--- src/rtl/knn_pkg.sv ---
// Shared definitions for the streaming KNN classifier: controller states,
// distance width formula, pipeline depth and class-count helper.
package knn_pkg;

  // Controller states of one classification query
  typedef enum logic [2:0] {
    ST_IDLE,
    ST_ACCEPT,
    ST_DRAIN,
    ST_VOTE,
    ST_DONE
  } state_t;

  // Depth of the squared-distance pipeline in cycles
  localparam int PIPE_LAT = 3;

  // Width of a sum of N_DIMS squared (COORD_W+1)-bit differences
  function automatic int dist_width(input int coord_w, input int n_dims);
    return 2 * coord_w + 2 + $clog2(n_dims);
  endfunction

  // Number of distinct class labels representable in class_w bits
  function automatic int num_classes(input int class_w);
    return 1 << class_w;
  endfunction

endpackage

--- src/rtl/knn_dist_pipe.sv ---
// Three-stage squared Euclidean distance pipeline. The class label and a
// valid bit travel alongside the data so the output is self-describing.
module knn_dist_pipe
  import knn_pkg::*;
#(
  parameter int COORD_W = 16,
  parameter int N_DIMS  = 2,
  parameter int CLASS_W = 3,
  localparam int DIST_W = dist_width(COORD_W, N_DIMS)
) (
  input  logic                        clk,
  input  logic                        rst,
  input  logic                        in_valid,
  input  logic [N_DIMS*COORD_W-1:0]   in_coords,
  input  logic [N_DIMS*COORD_W-1:0]   test_coords,
  input  logic [CLASS_W-1:0]          in_class,
  output logic                        out_valid,
  output logic [DIST_W-1:0]           out_dist,
  output logic [CLASS_W-1:0]          out_class,
  output logic                        active
);

  localparam int DIFF_W = COORD_W + 1;
  localparam int SQ_W   = 2 * COORD_W + 2;

  logic [PIPE_LAT-1:0] vld;
  logic [CLASS_W-1:0]  cls1, cls2, cls3;
  logic [DIFF_W-1:0]   diff_d [N_DIMS];
  logic [DIFF_W-1:0]   diff_q [N_DIMS];
  logic [SQ_W-1:0]     sq_d   [N_DIMS];
  logic [SQ_W-1:0]     sq_q   [N_DIMS];
  logic [DIST_W-1:0]   sum_d;
  logic [DIST_W-1:0]   dist_q;

  // Per-dimension difference; sign-extending both operands by one bit makes
  // the modular subtraction exact for any pair of signed coordinates
  always_comb begin
    for (int d = 0; d < N_DIMS; d++) begin
      diff_d[d] = {in_coords[d*COORD_W+COORD_W-1], in_coords[d*COORD_W +: COORD_W]}
                - {test_coords[d*COORD_W+COORD_W-1], test_coords[d*COORD_W +: COORD_W]};
    end
  end

  // Square of each sign-extended difference; the true square always fits SQ_W
  always_comb begin
    for (int d = 0; d < N_DIMS; d++) begin
      sq_d[d] = {{(SQ_W-DIFF_W){diff_q[d][DIFF_W-1]}}, diff_q[d]}
              * {{(SQ_W-DIFF_W){diff_q[d][DIFF_W-1]}}, diff_q[d]};
    end
  end

  // Sum of squares across dimensions; DIST_W leaves room for every carry
  always_comb begin
    sum_d = '0;
    for (int d = 0; d < N_DIMS; d++) begin
      sum_d = sum_d + DIST_W'(sq_q[d]);
    end
  end

  // Valid bits shift through the stages; cleared by reset only
  always_ff @(posedge clk) begin
    if (rst) begin
      vld <= '0;
    end else begin
      vld <= {vld[PIPE_LAT-2:0], in_valid};
    end
  end

  // Data and class registers for all three stages
  always_ff @(posedge clk) begin
    diff_q <= diff_d;
    cls1   <= in_class;
    sq_q   <= sq_d;
    cls2   <= cls1;
    dist_q <= sum_d;
    cls3   <= cls2;
  end

  assign out_valid = vld[PIPE_LAT-1];
  assign out_dist  = dist_q;
  assign out_class = cls3;
  assign active    = |vld;

endmodule

--- src/rtl/knn_stream_classifier.sv ---
// Streaming k-nearest-neighbour classifier: accepts dataset beats, keeps a
// sorted top-K list of nearest points and majority-votes their labels.
module knn_stream_classifier
  import knn_pkg::*;
#(
  parameter int COORD_W = 16,
  parameter int N_DIMS  = 2,
  parameter int K       = 4,
  parameter int CLASS_W = 3,
  parameter int CNT_W   = 16
) (
  input  logic                        clk,
  input  logic                        rst,
  input  logic                        load_test,
  input  logic [N_DIMS*COORD_W-1:0]   test_point,
  input  logic                        s_valid,
  output logic                        s_ready,
  input  logic [N_DIMS*COORD_W-1:0]   s_coords,
  input  logic [CLASS_W-1:0]          s_class,
  input  logic                        finish,
  output logic                        busy,
  output logic                        done,
  output logic [CLASS_W-1:0]          result_class,
  output logic                        result_empty,
  output logic [CNT_W-1:0]            num_seen
);

  localparam int DIST_W    = dist_width(COORD_W, N_DIMS);
  localparam int N_CLASSES = num_classes(CLASS_W);
  localparam int VCNT_W    = $clog2(K + 1);

  state_t state_q, state_d;

  logic                      start_query;
  logic                      beat;
  logic [N_DIMS*COORD_W-1:0] test_q;

  logic                      pipe_valid;
  logic [DIST_W-1:0]         pipe_dist;
  logic [CLASS_W-1:0]        pipe_class;
  logic                      pipe_active;

  logic                      slot_valid [K];
  logic [DIST_W-1:0]         slot_dist  [K];
  logic [CLASS_W-1:0]        slot_class [K];
  logic                      next_valid [K];
  logic [DIST_W-1:0]         next_dist  [K];
  logic [CLASS_W-1:0]        next_class [K];
  logic                      gt         [K];

  logic [CLASS_W-1:0]        vote_idx;
  logic [CLASS_W-1:0]        best_class;
  logic [VCNT_W-1:0]         best_count;
  logic [VCNT_W-1:0]         cur_count;
  logic                      vote_last;

  assign start_query = load_test && (state_q == ST_IDLE || state_q == ST_DONE);
  assign s_ready     = (state_q == ST_ACCEPT);
  assign beat        = s_valid && s_ready;
  assign busy        = (state_q == ST_ACCEPT) || (state_q == ST_DRAIN) || (state_q == ST_VOTE);
  assign done        = (state_q == ST_DONE);
  assign vote_last   = (vote_idx == CLASS_W'(N_CLASSES - 1));

  knn_dist_pipe #(
    .COORD_W (COORD_W),
    .N_DIMS  (N_DIMS),
    .CLASS_W (CLASS_W)
  ) u_pipe (
    .clk         (clk),
    .rst         (rst),
    .in_valid    (beat),
    .in_coords   (s_coords),
    .test_coords (test_q),
    .in_class    (s_class),
    .out_valid   (pipe_valid),
    .out_dist    (pipe_dist),
    .out_class   (pipe_class),
    .active      (pipe_active)
  );

  // Controller state register
  always_ff @(posedge clk) begin
    if (rst) begin
      state_q <= ST_IDLE;
    end else begin
      state_q <= state_d;
    end
  end

  // Next-state logic; load_test and finish only matter in their own states
  always_comb begin
    state_d = state_q;
    case (state_q)
      ST_IDLE:   if (load_test)    state_d = ST_ACCEPT;
      ST_ACCEPT: if (finish)       state_d = ST_DRAIN;
      ST_DRAIN:  if (!pipe_active) state_d = ST_VOTE;
      ST_VOTE:   if (vote_last)    state_d = ST_DONE;
      ST_DONE:   if (load_test)    state_d = ST_ACCEPT;
      default:                     state_d = ST_IDLE;
    endcase
  end

  // Test point is captured once per query and held for the whole stream
  always_ff @(posedge clk) begin
    if (rst) begin
      test_q <= '0;
    end else if (start_query) begin
      test_q <= test_point;
    end
  end

  // Saturating count of accepted dataset beats
  always_ff @(posedge clk) begin
    if (rst || start_query) begin
      num_seen <= '0;
    end else if (beat && num_seen != {CNT_W{1'b1}}) begin
      num_seen <= num_seen + CNT_W'(1);
    end
  end

  // Sorted insertion: invalid slots act as +infinity and equal distances keep
  // the earlier arrival nearer, so the entry lands at the first strictly
  // farther slot and everything behind it shifts down, dropping slot K-1
  always_comb begin
    for (int k = 0; k < K; k++) begin
      gt[k]         = !slot_valid[k] || (slot_dist[k] > pipe_dist);
      next_valid[k] = slot_valid[k];
      next_dist[k]  = slot_dist[k];
      next_class[k] = slot_class[k];
    end
    if (gt[0]) begin
      next_valid[0] = 1'b1;
      next_dist[0]  = pipe_dist;
      next_class[0] = pipe_class;
    end
    for (int k = 1; k < K; k++) begin
      if (gt[k]) begin
        if (gt[k-1]) begin
          next_valid[k] = slot_valid[k-1];
          next_dist[k]  = slot_dist[k-1];
          next_class[k] = slot_class[k-1];
        end else begin
          next_valid[k] = 1'b1;
          next_dist[k]  = pipe_dist;
          next_class[k] = pipe_class;
        end
      end
    end
  end

  // Top-K list register, updated once per distance leaving the pipeline
  always_ff @(posedge clk) begin
    if (rst || start_query) begin
      for (int k = 0; k < K; k++) begin
        slot_valid[k] <= 1'b0;
        slot_dist[k]  <= '0;
        slot_class[k] <= '0;
      end
    end else if (pipe_valid) begin
      slot_valid <= next_valid;
      slot_dist  <= next_dist;
      slot_class <= next_class;
    end
  end

  // Number of list entries carrying the class currently being tallied
  always_comb begin
    cur_count = '0;
    for (int k = 0; k < K; k++) begin
      if (slot_valid[k] && slot_class[k] == vote_idx) begin
        cur_count = cur_count + VCNT_W'(1);
      end
    end
  end

  // Class-by-class vote; only a strictly larger tally replaces the leader so
  // ties resolve to the lowest class index
  always_ff @(posedge clk) begin
    if (rst || start_query) begin
      vote_idx     <= '0;
      best_class   <= '0;
      best_count   <= '0;
      result_class <= '0;
      result_empty <= 1'b0;
    end else if (state_q == ST_DRAIN) begin
      vote_idx   <= '0;
      best_class <= '0;
      best_count <= '0;
    end else if (state_q == ST_VOTE) begin
      vote_idx <= vote_idx + CLASS_W'(1);
      if (cur_count > best_count) begin
        best_count <= cur_count;
        best_class <= vote_idx;
      end
      if (vote_last) begin
        result_empty <= !slot_valid[0];
        if (!slot_valid[0]) begin
          result_class <= '0;
        end else if (cur_count > best_count) begin
          result_class <= vote_idx;
        end else begin
          result_class <= best_class;
        end
      end
    end
  end

endmodule

--- config.mk ---
export PLATFORM = sky130hd
export DESIGN_NAME = knn_stream_classifier
export DESIGN_NICKNAME = d
export VERILOG_FILES = /design/src/rtl/knn_pkg.sv /design/src/rtl/knn_dist_pipe.sv /design/src/rtl/knn_stream_classifier.sv
export SDC_FILE = /design/constraint.sdc
export NUM_CORES = 2
export LEC_CHECK = 0
export BUFFER_PORTS_ARGS = -buffer_cell sky130_fd_sc_hd__buf_2
export CAP_MARGIN = 20
export CORE_ASPECT_RATIO = 1.25
export CORE_MARGIN = 3
export CORE_UTILIZATION = 33
export CTS_BUF_LIST = sky130_fd_sc_hd__clkbuf_2
export DETAILED_ROUTE_END_ITERATION = 7
export SYNTH_ARGS = -nofsm -noshare
export SYNTH_HDL_FRONTEND = slang
export SYNTH_HIERARCHICAL = 1
export SYNTH_SLANG_ARGS = --single-unit
--- constraint.sdc ---
create_clock -name clk -period 6.3 [get_ports clk]
set_input_delay 1.89 -clock clk [delete_from_list [all_inputs] [get_ports clk]]
set_output_delay 1.89 -clock clk [all_outputs]
set_load 0.02 [all_outputs]
==> PnR_summary.wiki <==
{| class="wikitable"
! Metric !! Value
|-
| Critical Setup Path Class || reg -> reg
|-
| Worst-Skew Late Latency || 1.25 ns
|-
| Endpoint of the worst hold-timing path || u_pipe/out_class[2]
|-
| Share of the synthesized area in the top cell type || 28.1%
|-
| Number of nets still failing antenna checks after routing || 0
|-
| Overall die area || 120000 um2
|-
| Antenna violations before repair || 6
|-
| Min-delay src || u_pipe/cls2[2]
|-
| Area of the core region || 114000 um2
|-
| Total of flip-flops plus latches after synthesis || between 300 and 400
|-
| Via count of the first global-routing pass || between 30000 and 40000
|-
| Hold-fix buffer count after cts || 0
|-
| Number of slew-limit violations in the final report || 0
|-
| Number of distinct standard cells referenced by the synthesized netlist || 81
|-
| Final number of hold-violating endpoints || 0
|-
| Main flop type after synthesis || dfxtp_1
|-
| Die extent in x || slightly above 300 um
|-
| Reg clk slew, reported paths || 0.11 ns
|-
| Sequential-to-total area share from yosys stat || 19.2%
|-
| Share of post-route cells with drive strength above 1 || around an eighth
|-
| First-pass iteration count of the detailed router || 7
|-
| Layout Cells excl Fill || 6052
|-
| Worst R2R Path Depth || 22
|-
| Transition at the pin with the smallest max-transition slack || 1.14 ns
|-
| Hold WC Path Type || reg -> reg
|-
| Maximum number of pins on one net before global-route repair || 111
|-
| Unrepaired setup endpoints after global routing || yes
|-
| Area of all placed cells without fillers || 42600 um2
|-
| Dpl hpwl || 76400 um
|-
| Capturing element type of the critical path || flop
|-
| Number of warnings printed during yosys synthesis || 6
|-
| Total routing usage reported by global routing || 16.2%
|-
| Normalized max-slew margin || about a quarter
|-
| Total via count in the routed design || 28900
|-
| Chip Height || 386 um
|-
| Detailed-route wire length per cell || 15.8 um
|-
| Cell type of the slowest stage on the worst timing path || fa_1
|-
| Maximum buffer depth of the clock tree || 3
|-
| Total standard cell area after synthesis || between 30000 and 40000 um2
|-
| Effective utilization at floorplan || approximately 33%
|-
| Hold-critical path depth || 0
|-
| Number of setup violations in the final report || 0
|-
| Final worst path period share || 97.0%
|-
| Arrival time of data at the critical path endpoint || around 7 ns
|-
| Time the final worst path needs with I/O delays and setup || 6.11 ns
|-
| WL final || between 90000 and 100000 um
|-
| CP Max Fanout || 8
|-
| Final weighted congestion in routability-driven placement || roughly 0.85
|-
| Cell area after placement || 41200 um2
|-
| Global-route wire length before repair || approximately 160000 um
|-
| Floorplan row count || 138
|-
| R2r startpoint || u_pipe/diff_q[9]
|-
| CTS tree || yes
|-
| Number of sinks driven by the clock tree || 367
|-
| Number of flops mapped to enable cells by yosys || 0
|-
| Post-Synthesis Cells || 4208
|-
| Area contributors post-synth || fa_1 (28%), dfxtp_1 (19%), ha_1 (13%)
|-
| Maximum level of the CTS H-tree || 3
|-
| Number of buffer cells added on primary ports || 94
|-
| Number of remaining DRC errors || 0
|-
| Setup slack of the most critical reg-to-reg path || between 0.15 and 0.2 ns
|-
| Cell taking the most area after synthesis || fa_1
|-
| List of cells traversed by the critical path || buf_6 -> inv_1 -> buf_4 -> ha_1 -> xnor2_1 -> fa_1 -> fa_1 -> fa_1 -> fa_1 -> inv_1 -> fa_1 -> inv_1 -> ha_1 -> buf_4 -> o21ai_0 -> nand2b_1 -> a21oi_2 -> a211o_1 -> a21oi_2 -> o31a_1 -> o41ai_2 -> xnor2_1
|-
| Number of primary I/O pins || 95
|-
| Category of the worst setup path launch point || flop
|-
| Cell occurring most often along the worst timing path || fa_1
|-
| Achievable frequency || between 150 and 200 MHz
|-
| Drt via density || about 4.8
|-
| DP Cell Count || 5853
|-
| Final global-route overflow total || 0
|-
| Syn-to-layout area delta || 11.4%
|-
| Number of maximum-capacitance violations || 0
|-
| Most repeated cell in the gate-level netlist after synthesis || inv_1
|-
| Post-layout net count || between 5000 and 6000
|-
| Leading cell types by count after synthesis || inv_1 (838), fa_1 (536), nand2_1 (427)
|-
| Net Count, Synth || 5214
|-
| DRC marker count from the first detailed-route iteration || 1327
|-
| Number of buffers added by the clock tree synthesis step || 106
|-
| Stage delay of the slowest cell on the critical path || 0.57 ns
|-
| Ys async rst share || 0%
|-
| Worst Path Required || 7.33 ns
|-
| Buffer type at the clock tree root || clkbuf_2
|-
| Endpoint of the lowest-slack register-to-register path || u_pipe/sq_q[32]
|-
| Synthesized area per cell || 9.08 um2
|-
| Number of fillers in the final layout || 11700
|-
| Result of the run || finished clean
|-
| Clk_skew || about 0.17 ns
|}
==> layout by cell type, fill, tap and decap left out, drive strengths merged, types with 45 or more instances in the layout <==
cell / netlist / routed
a21o: 45 / 45
a21oi: 244 / 244
a31oi: 51 / 51
and2: 129 / 129
buf: 42 / 259
clkbuf: 99 / 141
dfxtp: 367 / 367
fa: 536 / 536
ha: 398 / 398
inv: 838 / 842
mux2i: 51 / 51
nand2: 427 / 427
nand3: 77 / 77
nor2: 150 / 150
nor2b: 56 / 56
o21ai: 185 / 185
xnor2: 127 / 127
xor2: 47 / 47
==> layout make-up <==
cell class / instances / area (um2) / share of cell area [%]
Sequential cell: 367 / 7410 / 17.4
Inverter: 839 / 3150 / 7.40
Clock buffer: 141 / 706 / 1.66
Clock inverter: 42 / 245 / 0.576
Antenna cell: 3 / 7.51 / 0.0176
Multi-Input combinational cell: 2861 / 27300 / 64.1
Timing Repair Buffer: 259 / 1830 / 4.30
Tap cell: 1540 / 1930 / 4.53
==> what timing repair did <==
| item | in CTS | in global routing |
|---|---|---|
| pin swaps | 1 | 23 |
| setup buffers | 1 | 11 |
| setup endpoints to repair | 12 | 23 |
| resized for setup | 11 | 85 |
==> worst max path at each step <==
| stage | from | end | depth (start not counted) |
|---|---|---|---|
| 2_1_floorplan | u_pipe/diff_q[16] | u_pipe/sq_q[33] | 20 |
| 3_3_place_gp | u_pipe/diff_q[4] | u_pipe/sq_q[33] | 22 |
| 3_5_place_dp | u_pipe/diff_q[4] | u_pipe/sq_q[33] | 22 |
| 4_1_cts | u_pipe/diff_q[4] | u_pipe/sq_q[33] | 23 |
| 5_1_grt | u_pipe/diff_q[30] | u_pipe/sq_q[61] | 19 |
| 6_report | u_pipe/diff_q[9] | u_pipe/sq_q[32] | 22 |
==> worst max-delay path, delay by kind of cell (launching register included) <==
family                     cells  cell delay (ns)
adders and majority gates      7             3.08
DFF                            1             0.42
buffers and inverters          6             0.60
AOI/OAI and AO/OA              6             1.25
and+or+nand+nor                1             0.09
xor gates and xnor gates       2             0.43
==> cells by family after synthesis <==
logic type / synth area share (%)
AND/OR/NAND/NOR: 12.5
buffers and inverters: 10.1
adder cells (fa/ha/maj): 41.1
AO/OA/AOI/OAI: 11.7
flip-flops: 19.2
XOR/XNOR: 3.99
multiplexers: 1.37
==> state kept, by name, indices dropped and copies added, names as in the netlist, 4 cells and up <==
register         flops
slot_dist          140
num_seen            16
slot_class          12
slot_valid           4
u_pipe/out_dist     35
u_pipe/diff_q       34
test_q              32
u_pipe/sq_q         66
==> layer usage <==
metal / track usage (%) / part of all wire (%) / up-vias
met5: 0 / 0.014 / -
met4: 5.31 / 2.7 / 2
met3: 2.24 / 3.8 / 159
met2: 30.4 / 53 / 546
met1: 18.7 / 40 / 14200
li1: - / - / 13900
==> through the flow <==
stage / setup WS, ns / hold slack (ns) / TNS, ns / utilization, %
6_report: 0.192 / 0.322 / 0 / 37.3
5_1_grt: -0.104 / 0.337 / -0.231 / 37.3
4_1_cts: -0.000601 / 0.339 / -0.000601 / 36.9
3_5_place_dp: -0.244 / 0.318 / -0.683 / 36.1
3_3_place_gp: -0.120 / 0.314 / -0.244 / 36.1
2_1_floorplan: 0.0313 / 0.310 / 0 / -
Power is left out: the tool's default activity adds up to more than one toggle a clock period on the data nets, which glitch-free logic cannot reach.
